<file path="src/rtl/gpio_pattern_gen.sv">
// GPIO bring-up exerciser: walking-one/zero, binary count and pin-ID serial patterns.
// Latency: all outputs registered; seq/gpio_out/wrap update on the edge where tick is true.
// No backpressure: enable_i=0 freezes every piece of state, reset_i overrides everything.
module gpio_pattern_gen #(
  parameter int NUM_PINS = 32,
  parameter int DIV_W    = 24
) (
  input  logic                clk_i,
  input  logic                reset_i,
  input  logic                enable_i,
  input  logic [1:0]          mode_i,
  input  logic [DIV_W-1:0]    div_i,
  output logic [NUM_PINS-1:0] gpio_out_o,
  output logic [7:0]          seq_o,
  output logic                wrap_o
);

  localparam int ID_W = $clog2(NUM_PINS);

  logic [DIV_W-1:0]    cnt_q,  cnt_d;
  logic [7:0]          seq_q,  seq_d;
  logic [1:0]          mode_q, mode_d;
  logic [NUM_PINS-1:0] gpio_q, gpio_d;
  logic                wrap_q, wrap_d;
  logic                tick;

  // Last step index of the sequence for a given mode (sequence length minus one).
  function automatic logic [7:0] last_step(input logic [1:0] m);
    case (m)
      2'd0, 2'd1: last_step = 8'(NUM_PINS - 1);
      2'd2:       last_step = 8'd255;
      default:    last_step = 8'(ID_W + 2);
    endcase
  endfunction

  // Output pattern for step s of mode m; pin-ID frame is start 0, ID MSB first, stop 1, idle 1.
  function automatic logic [NUM_PINS-1:0] pattern(input logic [7:0] s, input logic [1:0] m);
    logic [NUM_PINS-1:0] p;
    p = '0;
    for (int i = 0; i < NUM_PINS; i++) begin
      case (m)
        2'd0: p[i] = (s == 8'(i));
        2'd1: p[i] = (s != 8'(i));
        2'd2: p[i] = s[3'(i % 8)];
        default: begin
          if (s == 8'd0)
            p[i] = 1'b0;
          else if (s <= 8'(ID_W))
            p[i] = (((i >> (ID_W - int'(s))) & 1) != 0);
          else
            p[i] = 1'b1;
        end
      endcase
    end
    return p;
  endfunction

  // Prescaler terminal count; lowering div_i below cnt_q fires on the next enabled cycle.
  assign tick = enable_i && (cnt_q >= div_i);

  // Next-state: prescaler, step sequencer with mode latch, wrap strobe and pattern.
  always_comb begin
    cnt_d  = cnt_q;
    seq_d  = seq_q;
    mode_d = mode_q;
    wrap_d = 1'b0;
    if (enable_i) begin
      if (tick) begin
        cnt_d = '0;
        if (mode_i != mode_q) begin
          // New pattern starts cleanly at step 0 and is not reported as a wrap.
          mode_d = mode_i;
          seq_d  = 8'd0;
        end else if (seq_q == last_step(mode_q)) begin
          seq_d  = 8'd0;
          wrap_d = 1'b1;
        end else begin
          seq_d = seq_q + 8'd1;
        end
      end else begin
        cnt_d = cnt_q + DIV_W'(1);
      end
    end
    gpio_d = pattern(seq_d, mode_d);
  end

  // State registers with synchronous reset to walking-one step 0.
  always_ff @(posedge clk_i) begin
    if (reset_i) begin
      cnt_q  <= '0;
      seq_q  <= 8'd0;
      mode_q <= 2'd0;
      gpio_q <= NUM_PINS'(1);
      wrap_q <= 1'b0;
    end else begin
      cnt_q  <= cnt_d;
      seq_q  <= seq_d;
      mode_q <= mode_d;
      gpio_q <= gpio_d;
      wrap_q <= wrap_d;
    end
  end

  assign gpio_out_o = gpio_q;
  assign seq_o      = seq_q;
  assign wrap_o     = wrap_q;

endmodule

</file>
<file path="config.mk">
export PLATFORM = sky130hd
export DESIGN_NAME = gpio_pattern_gen
export DESIGN_NICKNAME = d
export VERILOG_FILES = /design/src/rtl/gpio_pattern_gen.sv
export SDC_FILE = /design/constraint.sdc
export NUM_CORES = 1
export LEC_CHECK = 0
export CAP_MARGIN = 25
export CORE_MARGIN = 2
export CORE_UTILIZATION = 56
export CTS_BUF_LIST = sky130_fd_sc_hd__clkbuf_4 sky130_fd_sc_hd__clkbuf_8
export CTS_CLUSTER_DIAMETER = 80
export DETAILED_ROUTE_END_ITERATION = 10
export PLACE_DENSITY = 0.91
export SLEW_MARGIN = 0
export SYNTH_ARGS = -nofsm -noshare
export SYNTH_HDL_FRONTEND = slang
export SYNTH_SLANG_ARGS = --single-unit
</file>
<file path="constraint.sdc">
create_clock -name clk_i -period 4.5 [get_ports clk_i]
set_clock_uncertainty 0.2 [all_clocks]
set_input_delay 0.675 -clock clk_i [delete_from_list [all_inputs] [get_ports clk_i]]
set_output_delay 0.675 -clock clk_i [all_outputs]
set_load 0.02 [all_outputs]
</file>
Yosys cells after proc, flatten, opt, wreduce, memory -nomap -nowiden. Index checks and enable logic that the tools add are counted.

Bits of input ports: 29. Flip-flop bits (word level): 67. Logic and storage cells: 228. Output and inout bits: 41.

Equal/unequal tests: 68. $add $sub $neg: 3. $lt $le $gt $ge: 2. Multiplexer cells: 109. Bitwise operators: 2. Reductions and logical operators: 7. Shift-type cells: 32.

Operators by type and width (number): 5-bit by 32-bit >> shifter with 1-bit output, first input constant (16); 4-bit by 32-bit >> shifter with 1-bit output, first input constant (8); 8-bit by 5-bit equality test with 1-bit output, second input constant (16); 8-bit by 5-bit != test with 1-bit output, second input constant (16); 3-bit by 32-bit >> shifter with 1-bit output, first input constant (4); 1-bit one-hot mux with 3 select lines (32); 1-bit 2-to-1 mux (65); 8-bit by 4-bit equality test with 1-bit output, second input constant (8); 8-bit by 4-bit != test with 1-bit output, second input constant (8); 1-bit by 32-bit >> shifter with 1-bit output, first input constant (2); 2-bit by 32-bit >> shifter with 1-bit output, first input constant (2); 8-bit 2-to-1 mux (7); 8-bit by 3-bit equality test with 1-bit output, second input constant (4); 8-bit by 3-bit != test with 1-bit output, second input constant (4); 24-bit by 1-bit adder with 24-bit output, second input constant (1); 24-bit >= comparator (1); 24-bit 2-to-1 mux (1); 8-bit by 2-bit equality test with 1-bit output, second input constant (2); 8-bit by 2-bit != test with 1-bit output, second input constant (2); 8-bit one-hot mux with 2 select lines (1); 3-bit by 8-bit subtractor with 9-bit output, first input constant (1); 8-bit by 1-bit adder with 8-bit output, second input constant (1); 8-bit by 1-bit equality test with 1-bit output, second input constant (1); 8-bit equality test (1); other kinds (13) (19).

Logic depth before layout (Yosys ltp). Gate-level depths: netlist (run 1).

Word-level depth: 16. Mapped depth: 16. Gate-level depth less buffers: 16.

Least setup slack after synthesis (run 1). Ideal clock, no wire load.

Path type: input to register. From: in div_i[22]. To: reg gpio_q[30] (netlist: gpio_out_o[30]). Library setup time: 0.074 ns. Cell stages on the path: 16. Setup slack: 0.252 ns. Path buffers: 1. Required time: 4.226 ns. Data arrival time: 3.974 ns. Path through: inv_1 -> ha_1 -> nand4_1 -> nor4_1 -> nand2_1 -> o21a_1 -> o211a_1 -> clkbuf_1 -> ha_1 -> nand2_1 -> nor4b_1 -> or3_1 -> and3_2 -> a221oi_2 -> o21ai_0 -> a31oi_1.

Word-level cells in the longest chain between the ends: 9. Elaborated cells on any way between the ends: 18. Classes of those cells: add/sub: 1; order compare: 2; eq/ne: 4; shift: 1; mux: 7; reduce/logical: 3.

RTL lines: start, declared (line 12) `input logic [DIV_W-1:0] div_i,`; 24-bit >= comparator (*) (line 59) `assign tick = enable_i && (cnt_q >= div_i);`; 1-bit logical AND (*) (line 59); 8-bit 2-to-1 mux (line 68) `if (tick) begin`; 8-bit 2-to-1 mux (line 67) `if (enable_i) begin`; 3-bit by 8-bit subtractor with 9-bit output (line 49) `p[i] = (((i >> (ID_W - int'(s))) & 1) != 0);`; 5-bit by 32-bit >> shifter with 1-bit output (line 49); 1-bit 2-to-1 mux (line 48) `else if (s <= 8'(ID_W))`; 1-bit 2-to-1 mux (line 46) `if (s == 8'd0)`; 1-bit one-hot mux with 3 select lines (*) (line 41) `case (m)`; end signal, assigned (line 99) `gpio_q <= gpio_d;`; end, declared (line 23) `logic [NUM_PINS-1:0] gpio_q, gpio_d;`.

Every way passes the cells marked *; elsewhere a longest branch is shown, timed or not. A chain may end at the register's enable or synchronous reset.

Final worst setup path (run 1).
From: in div_i[22]. To: reg gpio_q[5] (netlist: gpio_out_o[5]).

Word-level cells in the longest chain between the ends: 9. Elaborated cells on any way between the ends: 18. Classes of those cells: add/sub: 1; order compare: 2; eq/ne: 4; shift: 1; mux: 7; reduce/logical: 3.

RTL lines: 24-bit >= comparator (*) (line 59); 1-bit logical AND (*) (line 59); 8-bit 2-to-1 mux (*) (line 68); 8-bit 2-to-1 mux (*) (line 67); net seq_d[1] (line 21) `logic [7:0] seq_q, seq_d;`; 3-bit by 8-bit subtractor with 9-bit output (line 49); 3-bit by 32-bit >> shifter with 1-bit output (line 49); 1-bit 2-to-1 mux (line 48); 1-bit 2-to-1 mux (line 46); 1-bit one-hot mux with 3 select lines (*) (line 41).

The timed path passes the listed nets; every way through them passes the cells marked *.

==> flow_summary.json, run 1 <==
{
  "fin_util": 0.808,
  "leakagePower_nw": 2.46,
  "antenna_found_initial": 0,
  "hp-class": "register to register",
  "path_cells": "clkdlybuf4s50_1 > inv_1 > ha_4 > nand4_1 > nor4_2 > buf_4 > nand2_2 > buf_4 > o2111ai_2 > o211a_1 > inv_2 > ha_1 > buf_4 > nor3b_2 > buf_4 > nand3_4 > a221oi_4 > buf_4 > o21ai_0 > a21oi_1",
  "synth-edff-count": 0,
  "dieArea_um2": 8600,
  "cp_common_cell": "buf_4",
  "power_mw": 1.31,
  "ys_seq_area_frac": 0.304,
  "synth_top_area_cell": "dfxtp_1",
  "post-route-min-period_ns": 4.34,
  "yosysWarnings": 0,
  "vias_per_cell": 6.12,
  "grt_pass1_wl_um": 24100,
  "status": "finished, final reports clean",
  "synth_cell_types": 63,
  "critical_path_required_ns": 4.58,
  "initial_utilization": 0.573,
  "finalSetupViolCount": 0,
  "cp-start-kind": "primary input",
  "worstSkewPairLatency_ns": 0.35,
  "cts_buffer_depth": 2,
  "cts_tree": "done",
  "cts-root-buf": "clkbuf_8",
  "port_buffers": 69,
  "ys_ff_latch": 67,
  "max_cap_violations": 0,
  "report.final.slew_viol_count": 0,
  "grt_pass1_vias": 4985,
  "cpMaxStageDelayCell": "clkdlybuf4s50_1",
  "cts_sinks": 67,
  "final_common_cell": "buf_4",
  "cts_max_level": 3,
  "synthCells": 565,
  "vias": 4992,
  "place_area_um2": 5750,
  "synthTopCellsByArea": "dfxtp_1 (30%), ha_1 (7.9%), xnor2_1 (7.0%), nand2_1 (5.4%), nor2_1 (5.4%)",
  "numCtsBuffers": 9,
  "fin_nets": 766,
  "netlist_area_um2": 4410,
  "core_um2": 7690,
  "antenna-diode-count": 0,
  "r2r_slack_ns": 0.62,
  "finalHoldViolations": 0,
  "drc": 0,
  "fin_hold_ws_ns": 0.366,
  "synth_top_flop_cell": "dfxtp_1",
  "grt_start_max_net_pins": 40,
  "dp_hpwl_um": 10800,
  "min_period_over_period": 0.965,
  "worst_setup_path_end_kind": "register",
  "setup-tns-final_ns": 0,
  "path_delay_family": "buffers and inverters",
  "cts.clk_slew.worst_paths_ns": 0.08,
  "syn_nets": 622,
  "syn2layout_area_growth_pct": 40.8,
  "power_density_nw_per_um2": 211,
  "slew_headroom": 0.632,
  "ant_nets": 0,
  "ir_drop_mv": 0.154,
  "gp_congestion": 0.999,
  "critPathBufInv": 8,
  "io_pins": 70,
  "row_count": 32,
  "die_y_um": 92.7,
  "synth_area_per_cell_um2": 7.80,
  "final_layout_size_suffix_gt1_frac": 0.209,
  "crit_type": "primary input to register",
  "overflow": 0,
  "drt_pass1_iterations": 5,
  "final_cell_mix": "buf_4 (91), clkdlybuf4s50_1 (69), dfxtp_1 (67)",
  "cp_max_fo": 8,
  "wl_per_cell_um": 18.8,
  "cpPeakStageDelay_ns": 0.46,
  "wl_um": 15400,
  "fmax_ghz": 0.230,
  "tightestPinTransition_ns": 0.550,
  "first_iter_violations": 381,
  "async_reset_ff_frac": 0,
  "synth_top_area_frac": 0.304,
  "track_usage": 0.355,
  "critPathArrivalTime_ns": 4.42,
  "die_x_um": 92.7,
  "design_area_um2": 6210
}
==> routing by layer <==
layer  vias up  GRT usage  wire length, um
met4         0      0.186              599
met1      2342      0.434             6200
met5         -          0                0
met2       276      0.599             7410
li1       2309          -                -
met3        65     0.0578             1160
==> cells in the mapped netlist, types with 3 or more instances <==
library cell and count:
a21oi_1 36, a22o_1 4, a31oi_1 13, a41oi_1 5, and2_1 9, and3_1 8, and4_1 3, buf_2 3
clkbuf_1 23, dfxtp_1 67, ha_1 28, inv_1 31, mux2_2 3, mux2i_1 4, nand2_1 64, nand3_1 33
nand4_1 21, nor2_1 63, nor3_1 11, nor4_1 3, o2111ai_1 3, o211a_1 3, o211ai_1 3, o21ai_0 25
o22ai_1 3, or3_1 4, xnor2_1 35, xor2_1 12
==> report_power, final <==
part / internal, mW / total [mW] / switching [mW] / leakage [nW]
sequential: 0.594 / 0.596 / 0.00225 / 0.540
combinational: 0.0399 / 0.0822 / 0.0423 / 1.80
clock: 0.373 / 0.629 / 0.256 / 0.120
==> repair_timing <==
action	4_1_cts	5_1_grt
hold buffers	0	0
setup buffers	1	6
setup endpoints to repair	11	28
resized for setup	8	27
pin swaps	3	14
==> flip-flops by register name (all words and copies together) (netlist names) <==
name	cells
cnt_q	24
gpio_out_o	32
mode_q	2
seq_o	8
wrap_o	1
==> final cells by class <==
type                    count  area (um2)
multi-input cells         438        2990
fillers                   485        1480
repair buffers            160        1370
flip-flops and latches     67        1340
well taps                 102         128
clock buffers               9         124
clock inverters             7         124
inverters                  33         124
==> kinds of logic (layout without fill, tap and decap cells) <==
| family | after synthesis | in the layout | synth area share |
|---|---|---|---|
| mux | 7 | 7 | 0.0167 |
| compound gates | 120 | 120 | 0.186 |
| flops | 67 | 67 | 0.304 |
| fa+ha+maj | 28 | 28 | 0.0795 |
| simple gates | 236 | 236 | 0.267 |
| buf+inv | 60 | 209 | 0.0536 |
| xor+xnor | 47 | 47 | 0.0934 |
==> worst min-delay path, stage by stage, from the launching register on <==
cell	delay, ns
dfxtp_1	0.38
xor2_1	0.08
nor2_1	0.07
==> path summary, 6_finish.rpt <==
check / startpoint / to / depth (start not counted)
setup / recovery: div_i[22] / gpio_out_o[5] / 20
hold / removal: cnt_q[9] / cnt_q[9] / 2
setup reg to reg: cnt_q[21] / gpio_out_o[5] / 18
hold reg to reg: cnt_q[9] / cnt_q[9] / 2
==> per-stage QoR <==
step | setup slack [ns] | cells
floorplan | 0.252 | 565
global placement | -0.174 | 793
detailed placement | -0.391 | 793
CTS | 0.00426 | 810
global route | -0.0702 | 816
finish | 0.157 | 816
Power figures use the tool's default switching activity.
==> run 2: changes to the inputs <==
- REMOVE_ABC_BUFFERS: not set -> 1
==> run 2 against run 1 <==
Net effect:
- die area did not move
- cell area is 1.7% lower
- power shrank 7.1%
- cell count decreased by 1.1%
- largest cell class unchanged
- hold slack worse by 0.025 ns
- register-to-register slack lost 0.11 ns
- critical path depth unchanged
- clock power is 15% lower
- fmax down 2.3%
- sequential share of layout area increased by 0.37 points
- count of clock-buffer cells in the layout up 2
==> flow_summary.json, run 2 (synthesis results as in run 1) <==
{
  "status": "finished, final reports clean",
  "min_period_over_period": 0.987,
  "wl_per_cell_um": 18.5,
  "core_um2": 7690,
  "report.final.slew_viol_count": 0,
  "final_common_cell": "buf_4",
  "track_usage": 0.330,
  "path_cells": "clkdlybuf4s50_1 > inv_1 > ha_1 > nand4_1 > nor4_4 > a22oi_1 > buf_4 > o211ai_4 > o211ai_1 > a22o_1 > nor4_4 > buf_4 > buf_4 > and2_1 > buf_4 > a221oi_4 > buf_4 > buf_4 > a21oi_1 > nor2_1",
  "slew_headroom": 0.629,
  "cts.clk_slew.worst_paths_ns": 0.08,
  "vias": 5049,
  "fin_ws_ns": 0.0565,
  "final-instance-count-excl-fill": 807,
  "vias_per_cell": 6.26,
  "critPathArrivalTime_ns": 4.50,
  "cpMaxStageDelayCell": "clkdlybuf4s50_1",
  "cts_max_level": 3,
  "finalHoldViolations": 0,
  "grt_pass1_vias": 4927,
  "cpPeakStageDelay_ns": 0.47,
  "hp-class": "register to register",
  "gp_congestion": 1.02,
  "drt_pass1_iterations": 5,
  "worst_setup_path_end_kind": "register",
  "fin_util": 0.794,
  "wl_um": 14900,
  "place_inst": 783,
  "syn2layout_area_growth_pct": 38.5,
  "drc": 0,
  "critical_path_required_ns": 4.56,
  "hold_buffers": 0,
  "cts_tree": "done",
  "crit_type": "primary input to register",
  "power_mw": 1.21,
  "cp-start-kind": "primary input",
  "setup-tns-final_ns": 0,
  "die_y_um": 92.7,
  "dp_slack_ns": -0.494,
  "r2r_slack_ns": 0.51,
  "io_pins": 70,
  "tightestPinTransition_ns": 0.554,
  "fin_nets": 757,
  "overflow": 0,
  "design_area_um2": 6100,
  "ant_nets": 0,
  "leakagePower_nw": 2.42,
  "numCtsBuffers": 9,
  "dieArea_um2": 8600,
  "fin_hold_ws_ns": 0.342,
  "dp_hpwl_um": 9850,
  "antenna-diode-count": 0,
  "die_x_um": 92.7,
  "initial_utilization": 0.573,
  "row_count": 32,
  "worstSkewPairLatency_ns": 0.36,
  "cts-root-buf": "clkbuf_8",
  "cp_max_fo": 7,
  "place_area_um2": 5700,
  "finalSetupViolCount": 0,
  "largest_register_ffs": 32,
  "port_buffers": 69,
  "final_layout_size_suffix_gt1_frac": 0.193,
  "post-route-min-period_ns": 4.44,
  "cts_buffer_depth": 2,
  "max_cap_violations": 0,
  "grt_pass1_wl_um": 22800,
  "cts_sinks": 67,
  "grt_start_max_net_pins": 30,
  "fmax_ghz": 0.225,
  "final_cell_mix": "buf_4 (79), clkdlybuf4s50_1 (69), dfxtp_1 (67)",
  "ir_drop_mv": 0.150,
  "power_density_nw_per_um2": 199,
  "antenna_found_initial": 0,
  "cp_common_cell": "buf_4",
  "rsz0062_at_grt": "yes",
  "first_iter_violations": 354
}
run 2: changes by cell type in the layout (fill, tap and decap cells not counted), moves of 2 or more:
| cell | change |
|---|---|
| buf_12 | +2 |
| o21ai_2 | -2 |
| inv_6 | -2 |
| bufinv_16 | -2 |
| buf_4 | -12 |
| o21ai_1 | +2 |
run 2: worst max-delay path: cells and delay by family:
family / cells / cell delay (ns)
buffers and inverters: 8 / 1.46
and+or+nand+nor: 5 / 1.09
adders and majority gates: 1 / 0.30
AOI/OAI and AO/OA: 6 / 0.96
run 2: final timing paths:
check,to,startpoint,depth (start not counted)
max,gpio_out_o[15],div_i[20],20
min,cnt_q[23],cnt_q[23],2
max reg2reg,gpio_out_o[15],cnt_q[20],18
min reg2reg,cnt_q[23],cnt_q[23],2
run 2: layout make-up:
class	count	area (um2)
fill	484	1580
clock inverter	5	62.6
clock buffer	11	145
multi-input combinational	438	2970
timing repair buffer	151	1340
inverter	33	124
tap	102	128
sequential	67	1340
run 2: per-layer routing:
layer	vias up	GRT usage	share of wire
li1	2279	-	-
met1	2355	0.375	0.38
met2	331	0.575	0.49
met3	84	0.0667	0.084
met4	0	0.183	0.052
met5	-	0	0
run 2: where the power goes:
part	switching [mW]	internal [mW]	total (mW)
Sequential	0.00245	0.594	0.597
Combinational	0.0436	0.0421	0.0857
Clock	0.253	0.279	0.532
run 2: what timing repair did:
item / 4_1_cts / 5_1_grt
setup buffers: 1 / 7
endpoints found under the setup margin: 14 / 31
gates resized for setup: 3 / 30
hold endpoints to repair: 0 / 0
pin swaps: 2 / 13
==> run 3: changes to the inputs <==
- SETUP_SLACK_MARGIN: not set -> 0.2
==> run 3 against run 2 <==
Net effect:
- global-route usage up 1.6 points
- hold slack better by 0.036 ns
- largest power group unchanged
- critical path type unchanged
- register-to-register slack worse by 0.13 ns
- first-iteration DRC count up 58%
==> flow_summary.json, run 3 (synthesis results as in run 1) <==
{
  "status": "finished, final reports clean",
  "drc": 0,
  "dieArea_um2": 8600,
  "dp_hpwl_um": 9850,
  "largest_register_ffs": 32,
  "critPathArrivalTime_ns": 4.48,
  "path_cells": "clkdlybuf4s50_1 > inv_1 > ha_1 > nand4_1 > nor4_4 > nand2_2 > o211ai_4 > nand3_1 > a22o_4 > nor4_4 > buf_6 > buf_6 > buf_4 > o211ai_1 > xnor2_1 > nand2_1 > a21oi_1",
  "wl_per_cell_um": 21.8,
  "hp-class": "register to register",
  "leakagePower_nw": 2.53,
  "cp_max_fo": 7,
  "cts_buffer_depth": 2,
  "first_iter_violations": 559,
  "final_cell_mix": "buf_4 (73), dfxtp_1 (67), clkdlybuf4s50_1 (63)",
  "overflow": 0,
  "fill_cells": 418,
  "cp-start-kind": "primary input",
  "min_period_over_period": 0.978,
  "numCtsBuffers": 9,
  "initial_utilization": 0.573,
  "cts.clk_slew.worst_paths_ns": 0.08,
  "track_usage": 0.346,
  "drt_pass1_iterations": 8,
  "syn2layout_area_growth_pct": 44.5,
  "gp_congestion": 1.02,
  "dp_slack_ns": -0.494,
  "rsz0062_at_grt": "yes",
  "fin_nets": 758,
  "cts_tree": "done",
  "cts-root-buf": "clkbuf_8",
  "io_pins": 70,
  "finalHoldViolations": 0,
  "fin_hold_ws_ns": 0.378,
  "grt_pass1_vias": 5073,
  "fmax_ghz": 0.227,
  "core_um2": 7690,
  "vias": 5390,
  "antenna_found_initial": 0,
  "cpPeakStageDelay_ns": 0.48,
  "ant_nets": 0,
  "cpMaxStageDelayCell": "clkdlybuf4s50_1",
  "antenna-diode-count": 0,
  "critical_path_required_ns": 4.58,
  "post-route-min-period_ns": 4.40,
  "power_density_nw_per_um2": 194,
  "cts_max_level": 3,
  "die_x_um": 92.7,
  "grt_pass1_wl_um": 23800,
  "worst_setup_path_end_kind": "register",
  "final_common_cell": "buf_4",
  "die_y_um": 92.7,
  "slew_headroom": 0.659,
  "whs_path_depth": 2,
  "r2r.worst_path.cells": 15,
  "ir_drop_mv": 0.148,
  "tightestPinTransition_ns": 0.510,
  "fin_ws_ns": 0.0994,
  "vias_per_cell": 6.67,
  "finalSetupViolCount": 0,
  "fin_util": 0.828,
  "wl_um": 17600,
  "max_cap_violations": 0,
  "final_layout_size_suffix_gt1_frac": 0.237,
  "row_count": 32,
  "crit_type": "primary input to register",
  "report.final.slew_viol_count": 0,
  "worstSkewPairLatency_ns": 0.36,
  "port_buffers": 69,
  "grt_start_max_net_pins": 30,
  "cts_sinks": 67
}
[run 3: cell count changes in the layout (fill, tap and decap cells not counted), moves of 3 or more]
cell / delta
ha_4: +8
inv_1: -7
inv_2: +7
buf_4: -6
buf_6: +6
clkdlybuf4s50_1: -6
dlymetal6s2s_1: +6
ha_1: -6
a22o_1: -4
a22o_4: +4
nand2_1: -4
nand2_2: +3
o21ai_0: -3
[run 3: area by class of cell]
type,count,area (um2),area share
Clock buffer,11,145,0.0228
Clock inverter,5,62.6,0.00983
Inverter,33,124,0.0195
Multi-Input combinational cell,438,3180,0.499
Sequential cell,67,1340,0.211
Tap cell,102,128,0.0200
Timing Repair Buffer,152,1390,0.218
[run 3: critical path, delay by kind of cell]
kind / cells / cell delay, ns
and+or+nand+nor: 6 / 1.25
AOI/OAI and AO/OA: 4 / 1.05
buffers and inverters: 5 / 0.96
adders and majority gates: 1 / 0.27
xor gates and xnor gates: 1 / 0.26
[run 3: layer usage]
metal | vias up | GRT usage | share of wire
met2 | 511 | 0.603 | 0.47
met4 | 0 | 0.219 | 0.076
met3 | 148 | 0.0651 | 0.11
li1 | 2269 | - | -
met1 | 2462 | 0.385 | 0.35
met5 | - | 0 | 0
[run 3: timing repair]
| action | in CTS | in global routing |
|---|---|---|
| gates cloned | 0 | 0 |
| buffers inserted | 4 | 5 |
| endpoints found under the setup margin | 32 | 32 |
| pin swaps | 8 | 29 |
| hold buffers | 0 | 0 |
| gates resized for setup | 22 | 64 |
[run 3: final timing paths]
kind | start | end | slack [ns]
min reg2reg | cnt_q[15] | cnt_q[15] | 0.38
max | div_i[16] | gpio_out_o[5] | 0.1
max reg2reg | cnt_q[20] | gpio_out_o[5] | 0.38
min | cnt_q[15] | cnt_q[15] | 0.38
[run 3: per-stage QoR]
step	area [um2]	TNS (ns)	total power, mW	cells
after floorplan	4300	-1.55	0.640	538
after global placement	5700	-3.47	0.684	783
after detailed placement	5700	-10.40	0.690	783
after CTS	6020	0	1.21	803
after global routing	6370	0	1.27	808
final	6370	0	1.23	808
[run 3: power breakdown]
part           leakage (nW)  switching (mW)  internal, mW  total [mW]
combinational          1.89          0.0501        0.0438      0.0939
clock                0.0992           0.262         0.279       0.542
sequential            0.540         0.00261         0.594       0.597
